$ cat src/rtl/input_process_spi_pkg.sv
// Shared constants for the SPI receive path: default word width, receive FSM
// encoding and error-counter width.
package input_process_spi_pkg;

  localparam int unsigned WIDTH_DEF = 16;
  localparam int unsigned ERR_CNT_W = 8;

  localparam logic [0:0] RX_HUNT  = 1'b0;
  localparam logic [0:0] RX_SHIFT = 1'b1;

endpackage

$ cat src/rtl/in_fifo_spi.sv
// Synchronous word FIFO with synchronous clear, registered fill count and
// full/empty flags. Read data is the head word, valid whenever not empty.
module in_fifo_spi #(
  parameter int unsigned WIDTH = 16,
  parameter int unsigned DEPTH = 16
) (
  input  logic                       CLK,
  input  logic                       clr,
  input  logic                       wr_en,
  input  logic [WIDTH-1:0]           wr_data,
  input  logic                       rd_en,
  output logic [WIDTH-1:0]           rd_data,
  output logic [$clog2(DEPTH):0]     fill,
  output logic                       full,
  output logic                       empty
);
  localparam int unsigned AW = $clog2(DEPTH);
  localparam logic [AW:0] DepthCnt = DEPTH[AW:0];

  logic [WIDTH-1:0] mem_q [DEPTH];
  logic [AW-1:0]    wptr_q, rptr_q;
  logic [AW:0]      fill_q;
  logic             rd_ok, wr_ok;

  assign full  = (fill_q == DepthCnt);
  assign empty = (fill_q == '0);
  assign fill  = fill_q;

  // A write into a full FIFO is accepted only when the head leaves this same cycle.
  assign rd_ok = rd_en && !empty;
  assign wr_ok = wr_en && (!full || rd_ok);

  assign rd_data = mem_q[rptr_q];

  always_ff @(posedge CLK) begin
    if (clr) begin
      wptr_q <= '0;
      rptr_q <= '0;
      fill_q <= '0;
    end else begin
      if (wr_ok) wptr_q <= wptr_q + 1'b1;
      if (rd_ok) rptr_q <= rptr_q + 1'b1;
      unique case ({wr_ok, rd_ok})
        2'b10:   fill_q <= fill_q + 1'b1;
        2'b01:   fill_q <= fill_q - 1'b1;
        default: fill_q <= fill_q;
      endcase
    end
  end

  always_ff @(posedge CLK) begin
    if (wr_ok) mem_q[wptr_q] <= wr_data;
  end

endmodule

$ cat src/rtl/input_process_spi.sv
// SPI receive path: deserializes a strobe-framed bit stream into words, buffers
// them in a FIFO and hands them to the consumer with flow control and error count.
module input_process_spi
  import input_process_spi_pkg::*;
#(
  parameter int unsigned WIDTH       = WIDTH_DEF,
  parameter int unsigned DEPTH       = 16,
  parameter int unsigned STOP_MARGIN = 4
) (
  input  logic                 CLK,
  input  logic                 RST,
  input  logic                 RX_DATA,
  input  logic                 RX_VALID,
  input  logic                 RX_LOAD,
  input  logic                 HOLD,
  output logic [WIDTH-1:0]     DATA,
  output logic                 ENA,
  output logic                 RX_STOP,
  output logic                 FRAME_ERR,
  output logic [ERR_CNT_W-1:0] ERR_CNT,
  output logic [1:0]           state_mon
);
  localparam int unsigned AW = $clog2(DEPTH);
  localparam int unsigned CW = $clog2(WIDTH);
  localparam logic [CW-1:0] CntLast = CW'(WIDTH - 1);
  localparam logic [AW:0]   StopThr = (AW + 1)'(DEPTH - STOP_MARGIN);

  logic [0:0]           rx_state_q, rx_state_d;
  logic [CW-1:0]        cnt_q, cnt_d;
  logic [WIDTH-1:0]     sr_q, sr_d;
  logic                 wr_q, wr_d;
  logic [WIDTH-1:0]     wr_word_q, wr_word_d;
  logic                 shift_err;

  logic [WIDTH-1:0]     data_q;
  logic                 ena_q, rx_stop_q, ferr_q;
  logic [ERR_CNT_W-1:0] err_cnt_q;

  logic [WIDTH-1:0]     fifo_rdata;
  logic [AW:0]          fifo_fill;
  logic                 fifo_full, fifo_empty;
  logic                 pop, drop, err_evt;

  always_comb begin
    rx_state_d = rx_state_q;
    cnt_d      = cnt_q;
    sr_d       = sr_q;
    wr_d       = 1'b0;
    wr_word_d  = wr_word_q;
    shift_err  = 1'b0;
    if (RX_VALID) begin
      if (rx_state_q == RX_HUNT) begin
        if (RX_LOAD) begin
          rx_state_d = RX_SHIFT;
          cnt_d      = '0;
        end
      end else begin
        sr_d = {sr_q[WIDTH-2:0], RX_DATA};
        if (RX_LOAD) begin
          // A strobe always resyncs the bit counter; only a full-length word is kept.
          cnt_d = '0;
          if (cnt_q == CntLast) begin
            wr_d      = 1'b1;
            wr_word_d = sr_d;
          end else begin
            shift_err = 1'b1;
          end
        end else if (cnt_q == CntLast) begin
          shift_err  = 1'b1;
          cnt_d      = '0;
          rx_state_d = RX_HUNT;
        end else begin
          cnt_d = cnt_q + 1'b1;
        end
      end
    end
  end

  assign pop     = !fifo_empty && !HOLD;
  assign drop    = wr_q && fifo_full && !pop;
  assign err_evt = shift_err || drop;

  in_fifo_spi #(
    .WIDTH (WIDTH),
    .DEPTH (DEPTH)
  ) u_fifo (
    .CLK     (CLK),
    .clr     (RST),
    .wr_en   (wr_q && !drop),
    .wr_data (wr_word_q),
    .rd_en   (pop),
    .rd_data (fifo_rdata),
    .fill    (fifo_fill),
    .full    (fifo_full),
    .empty   (fifo_empty)
  );

  always_ff @(posedge CLK) begin
    if (RST) begin
      rx_state_q <= RX_HUNT;
      cnt_q      <= '0;
      sr_q       <= '0;
      wr_q       <= 1'b0;
      wr_word_q  <= '0;
      data_q     <= '0;
      ena_q      <= 1'b0;
      rx_stop_q  <= 1'b0;
      ferr_q     <= 1'b0;
      err_cnt_q  <= '0;
    end else begin
      rx_state_q <= rx_state_d;
      cnt_q      <= cnt_d;
      sr_q       <= sr_d;
      wr_q       <= wr_d;
      wr_word_q  <= wr_word_d;
      ena_q      <= pop;
      if (pop) data_q <= fifo_rdata;
      rx_stop_q  <= (fifo_fill >= StopThr);
      ferr_q     <= err_evt;
      if (err_evt && (err_cnt_q != '1)) err_cnt_q <= err_cnt_q + 1'b1;
    end
  end

  assign DATA      = data_q;
  assign ENA       = ena_q;
  assign RX_STOP   = rx_stop_q;
  assign FRAME_ERR = ferr_q;
  assign ERR_CNT   = err_cnt_q;
  assign state_mon = {fifo_empty, rx_state_q};

endmodule

$ cat config.mk
export PLATFORM = sky130hd
export DESIGN_NAME = input_process_spi
export DESIGN_NICKNAME = d
export VERILOG_FILES = /design/src/rtl/input_process_spi_pkg.sv /design/src/rtl/in_fifo_spi.sv /design/src/rtl/input_process_spi.sv
export SDC_FILE = /design/constraint.sdc
export NUM_CORES = 1
export LEC_CHECK = 0
export CAP_MARGIN = 30
export CORE_ASPECT_RATIO = 2
export CORE_MARGIN = 3
export CORE_UTILIZATION = 55
export CTS_BUF_LIST = sky130_fd_sc_hd__clkbuf_16
export DETAILED_ROUTE_END_ITERATION = 12
export PLACE_DENSITY = 0.72
export SLEW_MARGIN = 20
export SYNTH_ARGS = -nofsm -noshare
export SYNTH_HDL_FRONTEND = slang
export SYNTH_SLANG_ARGS = --single-unit
$ cat constraint.sdc
create_clock -name CLK -period 3.9 [get_ports CLK]
set_input_delay 0.78 -clock CLK [delete_from_list [all_inputs] [get_ports CLK]]
set_output_delay 0.78 -clock CLK [all_outputs]
set_load 0.02 [all_outputs]
* Word level (Yosys, flattened, before mapping)
Memories as Yosys holds them, arrays and structs flattened. A register that Yosys moved wholly into a read port is not among the register bits.
Index checks and enable logic that the tools add are counted.
** Word-level totals
- Memory bits (writable) :: 256
- Register bits after elaboration :: 61
- Memories kept :: 1
- Bits of input ports :: 6
** Operators by class
- Bitwise logic cells :: 3
- $lt $le $gt $ge :: 1
- $add $sub $neg :: 6
- Equal/unequal tests :: 5
- Mux-type cells :: 15
- Reduce and logical (&&, ||, !) cells :: 21
** Memory list
- u_fifo.mem_q :: depth 16, bits a word 16, rd ports 1, clocked after Yosys merged registers in 1, wr ports 1, RTL line in_fifo_spi.sv:20 : logic [WIDTH-1:0] mem_q [DEPTH];
** Operators with widths (number)
- 2-to-1 mux 4 bit :: 4
- adder 4 x 1 -> 4 bit (second input constant) :: 3
- 2-to-1 mux 1 bit :: 10
- case mux 5 bit (2 select lines) :: 1
- adder 8 x 1 -> 8 bit (second input constant) :: 1
- inequality test 8 bit (second input constant) :: 1
- logical AND 1 bit :: 7
- adder 5 x 1 -> 5 bit (second input constant) :: 1
- == test 5 bit (second input constant) :: 1
- greater-or-equal comparator 5 x 4 -> 1 bit (second input constant) :: 1
- zero test 1 bit :: 5
- zero test 5 bit :: 1
- subtractor 5 x 1 -> 5 bit (second input constant) :: 1
- == test 4 bit (second input constant) :: 1
- AND reduction 2 bit :: 2
- AND reduction 4 bit :: 1
- nonzero test 2 bit :: 2
- OR reduction 4 bit :: 1
- inverter 1 bit :: 3
- == test 2 x 1 -> 1 bit (second input constant) :: 1
- == test 2 bit (second input constant) :: 1
- logical OR 1 bit :: 2

* Depth between registers and ports, before layout
Gate-level depths: netlist (run 1).
- Depth after elaboration :: 10
- Gate-level depth with buffers :: 12

* By module
From an unflattened synthesis (run 1), not the netlist that was laid out.
** Unflattened totals
- Cells, all modules :: 821
- Area total of the unflattened synthesis :: 13021.2 um2
** By module, submodules not included
- in_fifo_spi :: instances 1, cells each 521, area an instance 10630.2 um2, sequential area each 8027.7 um2
- input_process_spi :: instances 1, cells each 300, area an instance 2391.0 um2, sequential area each 1281.2 um2

* Least setup slack after synthesis (run 1)
OpenSTA, ideal clock, no wires.
- Path type :: input -> register
- Start point :: in HOLD
- End point :: reg u_fifo.fill_q[4], in the netlist u_fifo.fill[4]
- Setup slack :: 0.619 ns
- Required time :: 3.779 ns
- Arrival :: 3.160 ns
- Stages :: 10
- Path buffers :: 2
- Cell sequence :: a21oi_1 -> clkbuf_1 -> ha_1 -> buf_2 -> xor2_1 -> ha_1 -> a21oi_1 -> or3b_2 -> a31oi_1 -> mux2_2
** Between the ends
- Cells in the longest elaborated chain, start to end :: 9
- Elaborated cells between the ends (all ways) :: 13
- Classes of those cells :: eq/ne: 2; mux: 1; reduce/logical: 10
** RTL lines
- start, declared :: RTL line input_process_spi.sv:15 : input logic HOLD,
- zero test 1 bit (*) :: RTL line input_process_spi.sv:79 : assign pop = !fifo_empty && !HOLD;
- logical AND 1 bit (*) :: RTL line input_process_spi.sv:79
- net pop :: RTL line input_process_spi.sv:42 : logic pop, drop, err_evt;
- zero test 1 bit :: RTL line input_process_spi.sv:80 : assign drop = wr_q && fifo_full && !pop;
- logical AND 1 bit :: RTL line input_process_spi.sv:80
- zero test 1 bit :: RTL line input_process_spi.sv:89 : .wr_en (wr_q && !drop),
- logical AND 1 bit :: RTL line input_process_spi.sv:89
- logical AND 1 bit :: RTL line in_fifo_spi.sv:31 : assign wr_ok = wr_en && (!full || rd_ok);
- == test 2 x 1 -> 1 bit or == test 2 bit (tied branches) :: RTL line in_fifo_spi.sv:43 : unique case ({wr_ok, rd_ok})
- case mux 5 bit (2 select lines) or nonzero test 2 bit (tied branches)
- end signal, assigned :: RTL line in_fifo_spi.sv:44 : 2'b10: fill_q <= fill_q + 1'b1;
- end signal, assigned :: RTL line in_fifo_spi.sv:45 : 2'b01: fill_q <= fill_q - 1'b1;
- end signal, assigned :: RTL line in_fifo_spi.sv:46 : default: fill_q <= fill_q;
- end, declared :: RTL line in_fifo_spi.sv:22 : logic [AW:0] fill_q;
The timed path passes the listed nets; every way through them passes the cells marked *.
A chain may end at the register's enable or synchronous reset.

* Worst setup path in the final report (run 1)
- Start point :: reg u_fifo.fill_q[1], in the netlist u_fifo.fill[1]
- End point :: reg u_fifo.fill_q[4], in the netlist u_fifo.fill[4]
** Between the ends
- Cells in the longest elaborated chain, start to end :: 10
- Elaborated cells between the ends (all ways) :: 19
- Classes of those cells :: add/sub: 2; eq/ne: 3; mux: 1; reduce/logical: 13
** RTL lines
- zero test 5 bit :: RTL line in_fifo_spi.sv:26 : assign empty = (fill_q == '0);
- zero test 1 bit :: RTL line in_fifo_spi.sv:30, input_process_spi.sv:79
- logical AND 1 bit :: RTL line input_process_spi.sv:79
- zero test 1 bit :: RTL line input_process_spi.sv:80
- logical AND 1 bit :: RTL line input_process_spi.sv:80
- zero test 1 bit :: RTL line input_process_spi.sv:89
- logical AND 1 bit :: RTL line input_process_spi.sv:89
- logical AND 1 bit :: RTL line in_fifo_spi.sv:31
- == test 2 x 1 -> 1 bit or == test 2 bit (tied branches) :: RTL line in_fifo_spi.sv:43
- case mux 5 bit (2 select lines) or nonzero test 2 bit (tied branches)
Parallel ways exist; a longest one is shown, timed or not.

==> impl_metrics.ini, run 1 <==
[final_layout]
finalNetCount = 903
final_layout_size_suffix_gt1_frac = 0.1369
utilization = 0.6391
num_antenna_cells = 0
fin_area_um2 = 14590
fillers = 1639
syn_to_final_growth_pct = 13.46
seqCellArea_um2 = 9234
multiInputGateArea_um2 = 3391

[clocking]
clockRootBuffer = clkbuf_16
clock_latency_ps = 540
cts_hold_buffers = 0
htreeDepth = 1
cts_buffer_depth = 3
path_clk_slew_ps = 70
cts_tree = built
cts.sinks = 333
cts_setup_buffers = 0
cts_made_buffers = 26
post_cts_resized = 0

[route]
routed_wl_um = 27190
ant_nets = 0
vias_per_cell = 6.111
drcViolationCount = 0
dr.pass1.iters = 7
initialDrtViolationCount = 516
wire_per_inst_um = 22.93
via_count = 7248

[power_and_ir_drop]
leakagePower_nw = 4.778
peakVddDrop_mv = 0.4166
finalPower_w = 0.006795
power_density_nw_per_um2 = 465.6

[global_route]
grt_first_pass_wirelength_um = 42930
grt_pass1_vias = 7731
grt-ovfl-total = 0
grt_max_degree = 62
antenna_found_initial = 0
grt_usage = 0.2208

[synth]
synth-seq-cells = 333
synthesis.area_um2 = 12860
yosysUniqueCellTypes = 49
post-synth-top-area-cell = edfxtp_1
synth_edf_count = 256
synth_top_area_frac = 0.5977
yosysWarnings = 0
syn_nets = 862
synth-seq-area-share = 0.7175
yosys-top-cells-area = edfxtp_1 60%, dfxtp_1 12%, mux4_2 5.6%
synth.avg_cell_area_um2 = 15.22
netlist_instances = 845
ys_async_sr_fraction = 0
yosys_most_used_dff = edfxtp_1

[worst_setup_path]
cp_max_fo = 9
cp-start-kind = flip-flop
end_kind = flip-flop
cpMaxStageDelayCell = or4_4
path_cells = or4_4 -> o21a_1 -> inv_1 -> ha_1 -> xor2_1 -> ha_1 -> a21oi_1 -> or3b_2 -> a31oi_1 -> mux2_2
cp.required_ps = 4330
cpMostUsedCell = ha_1
critical_path_arrival_ps = 3780
crit_type = reg -> reg
slowest_delay_ps = 590

[timing]
setup_ws_ps = 549.1
hold_viol = 0
slew_headroom = 0.4345
tns_ps = 0
fmax_ghz = 0.2984
finalMaxSlewViolations = 0
period_needed_ps = 3351
period_share = 0.8592
setup_viol = 0
finClkSkew_ps = 12.48
tightest_slew_ps = 847.3
rsz0062_at_grt = no

[placed_design]
gp_congestion = 0.8619
dpl_worst_slack_ps = 220.5
place.port_buffers = 34
dpl-instance-area_um2 = 13610
dp_hpwl_um = 17380

[die]
die_y_um = 222.3
num_rows = 78
die_w_um = 114.1
fp.dieArea_um2 = 25370
boundaryPins = 35
initial_core_util = 0.5632
core_area_um2 = 22840

[status]
status = completed

[run]
drv_cap = 0

[hold_path]
worstHoldPathType = reg -> reg
-- routing by layer --
layer,track usage,part of all wire,vias up
met5,0,0,-
met4,0.08247,0.031,0
met3,0.02698,0.049,62
met2,0.4097,0.56,234
met1,0.2556,0.36,3623
li1,-,-,3329
-- worst paths after layout --
| check | from | to | slack [ps] | cells after the start |
|---|---|---|---|---|
| min | sr_q[3] | wr_word_q[4] | 470 | 2 |
| max reg2reg | u_fifo.fill[1] | u_fifo.fill[4] | 550 | 10 |
| max | u_fifo.fill[1] | u_fifo.fill[4] | 550 | 10 |
| min reg2reg | sr_q[3] | wr_word_q[4] | 470 | 2 |
-- power breakdown --
part	leakage, nW	switching [W]	internal [W]
registers	3.23	0.00000238	0.00376
logic	1.05	0.0000292	0.0000128
clock network	0.488	0.00120	0.00179
total	4.78	0.00123	0.00557
-- worst max-delay path, delay by kind of cell (launching register included) --
kind                       cells  cell delay (ps)
adders and majority gates      2              500
buffers and inverters          1              180
and+or+nand+nor                2             1040
muxes                          1              350
xor gates and xnor gates       1              220
DFF                            1              400
AOI/OAI and AO/OA              3              550
-- placed cells by master (no fill, tap or decap), types with 8 or more instances in the layout --
cell type,Yosys,routed
clkbuf_16,0,27
a311oi_1,16,16
a21oi_1,45,44
ha_1,11,11
edfxtp_1,256,256
bufinv_16,0,8
inv_1,9,12
o21ai_0,22,22
o22ai_1,32,32
nand2_1,94,94
dfxtp_1,77,75
mux2i_1,67,67
mux4_2,32,32
a31oi_1,17,17
clkdlybuf4s50_1,0,33
nor2_1,34,34
buf_4,2,33
nand3_1,9,9
-- state kept, by name, summed over array words and instances, names as in the netlist --
name,count
u_fifo.mem_q,256
DATA,16
wr_word_q,16
sr_q,15
ERR_CNT,8
u_fifo.fill,5
cnt_q,4
u_fifo.rptr_q,4
u_fifo.wptr_q,4
ENA,1
FRAME_ERR,1
RX_STOP,1
rx_state_q,1
wr_q,1
-- layout make-up --
class | instances | area share
tap | 280 | 0.02401
multi-input combinational | 448 | 0.2323
inverter | 9 | 0.002315
clock buffer | 27 | 0.04630
timing repair buffer | 68 | 0.04132
clock inverter | 21 | 0.02100
sequential | 333 | 0.6327
-- Yosys cell counts (all sizes together), types with 2 or more instances --
cell type	number
a211oi	4
a21oi	45
a22oi	2
a311oi	16
a31oi	17
and2	2
and3	3
and4	2
buf	21
clkbuf	34
dfxtp	77
edfxtp	256
ha	11
inv	9
mux2	3
mux2i	67
mux4	32
nand2	94
nand2b	3
nand3	9
nand3b	3
nor2	34
nor2b	3
nor3	7
nor4	3
o21a	3
o21ai	22
o22a	2
o22ai	32
o31ai	3
or3	2
or3b	3
or4	4
xnor2	4
xor2	4
-- cells by family after synthesis --
| family | Yosys count | synth area share |
|---|---|---|
| xor gates and xnor gates | 8 | 0.005447 |
| adders and majority gates | 11 | 0.01070 |
| buffers and inverters | 64 | 0.02072 |
| AOI/OAI and AO/OA | 152 | 0.07383 |
| DFF | 333 | 0.7175 |
| and+or+nand+nor | 175 | 0.06099 |
| muxes | 102 | 0.1108 |
-- per-stage QoR --
stage	hold slack [ps]	std cells
final	474.1	1186
after global routing	494.7	1186
after CTS	475.2	1186
after detailed placement	465.5	1138
after global placement	452.0	1138
after floorplan	432.2	845
(Power assumes the default switching activity.)
==> inputs of run 2 (changes only) <==
- SKIP_LAST_GASP: unset -> 1
==> results of run 2 <==
The final DEF is identical to that of run 1; final timing and power are the same.
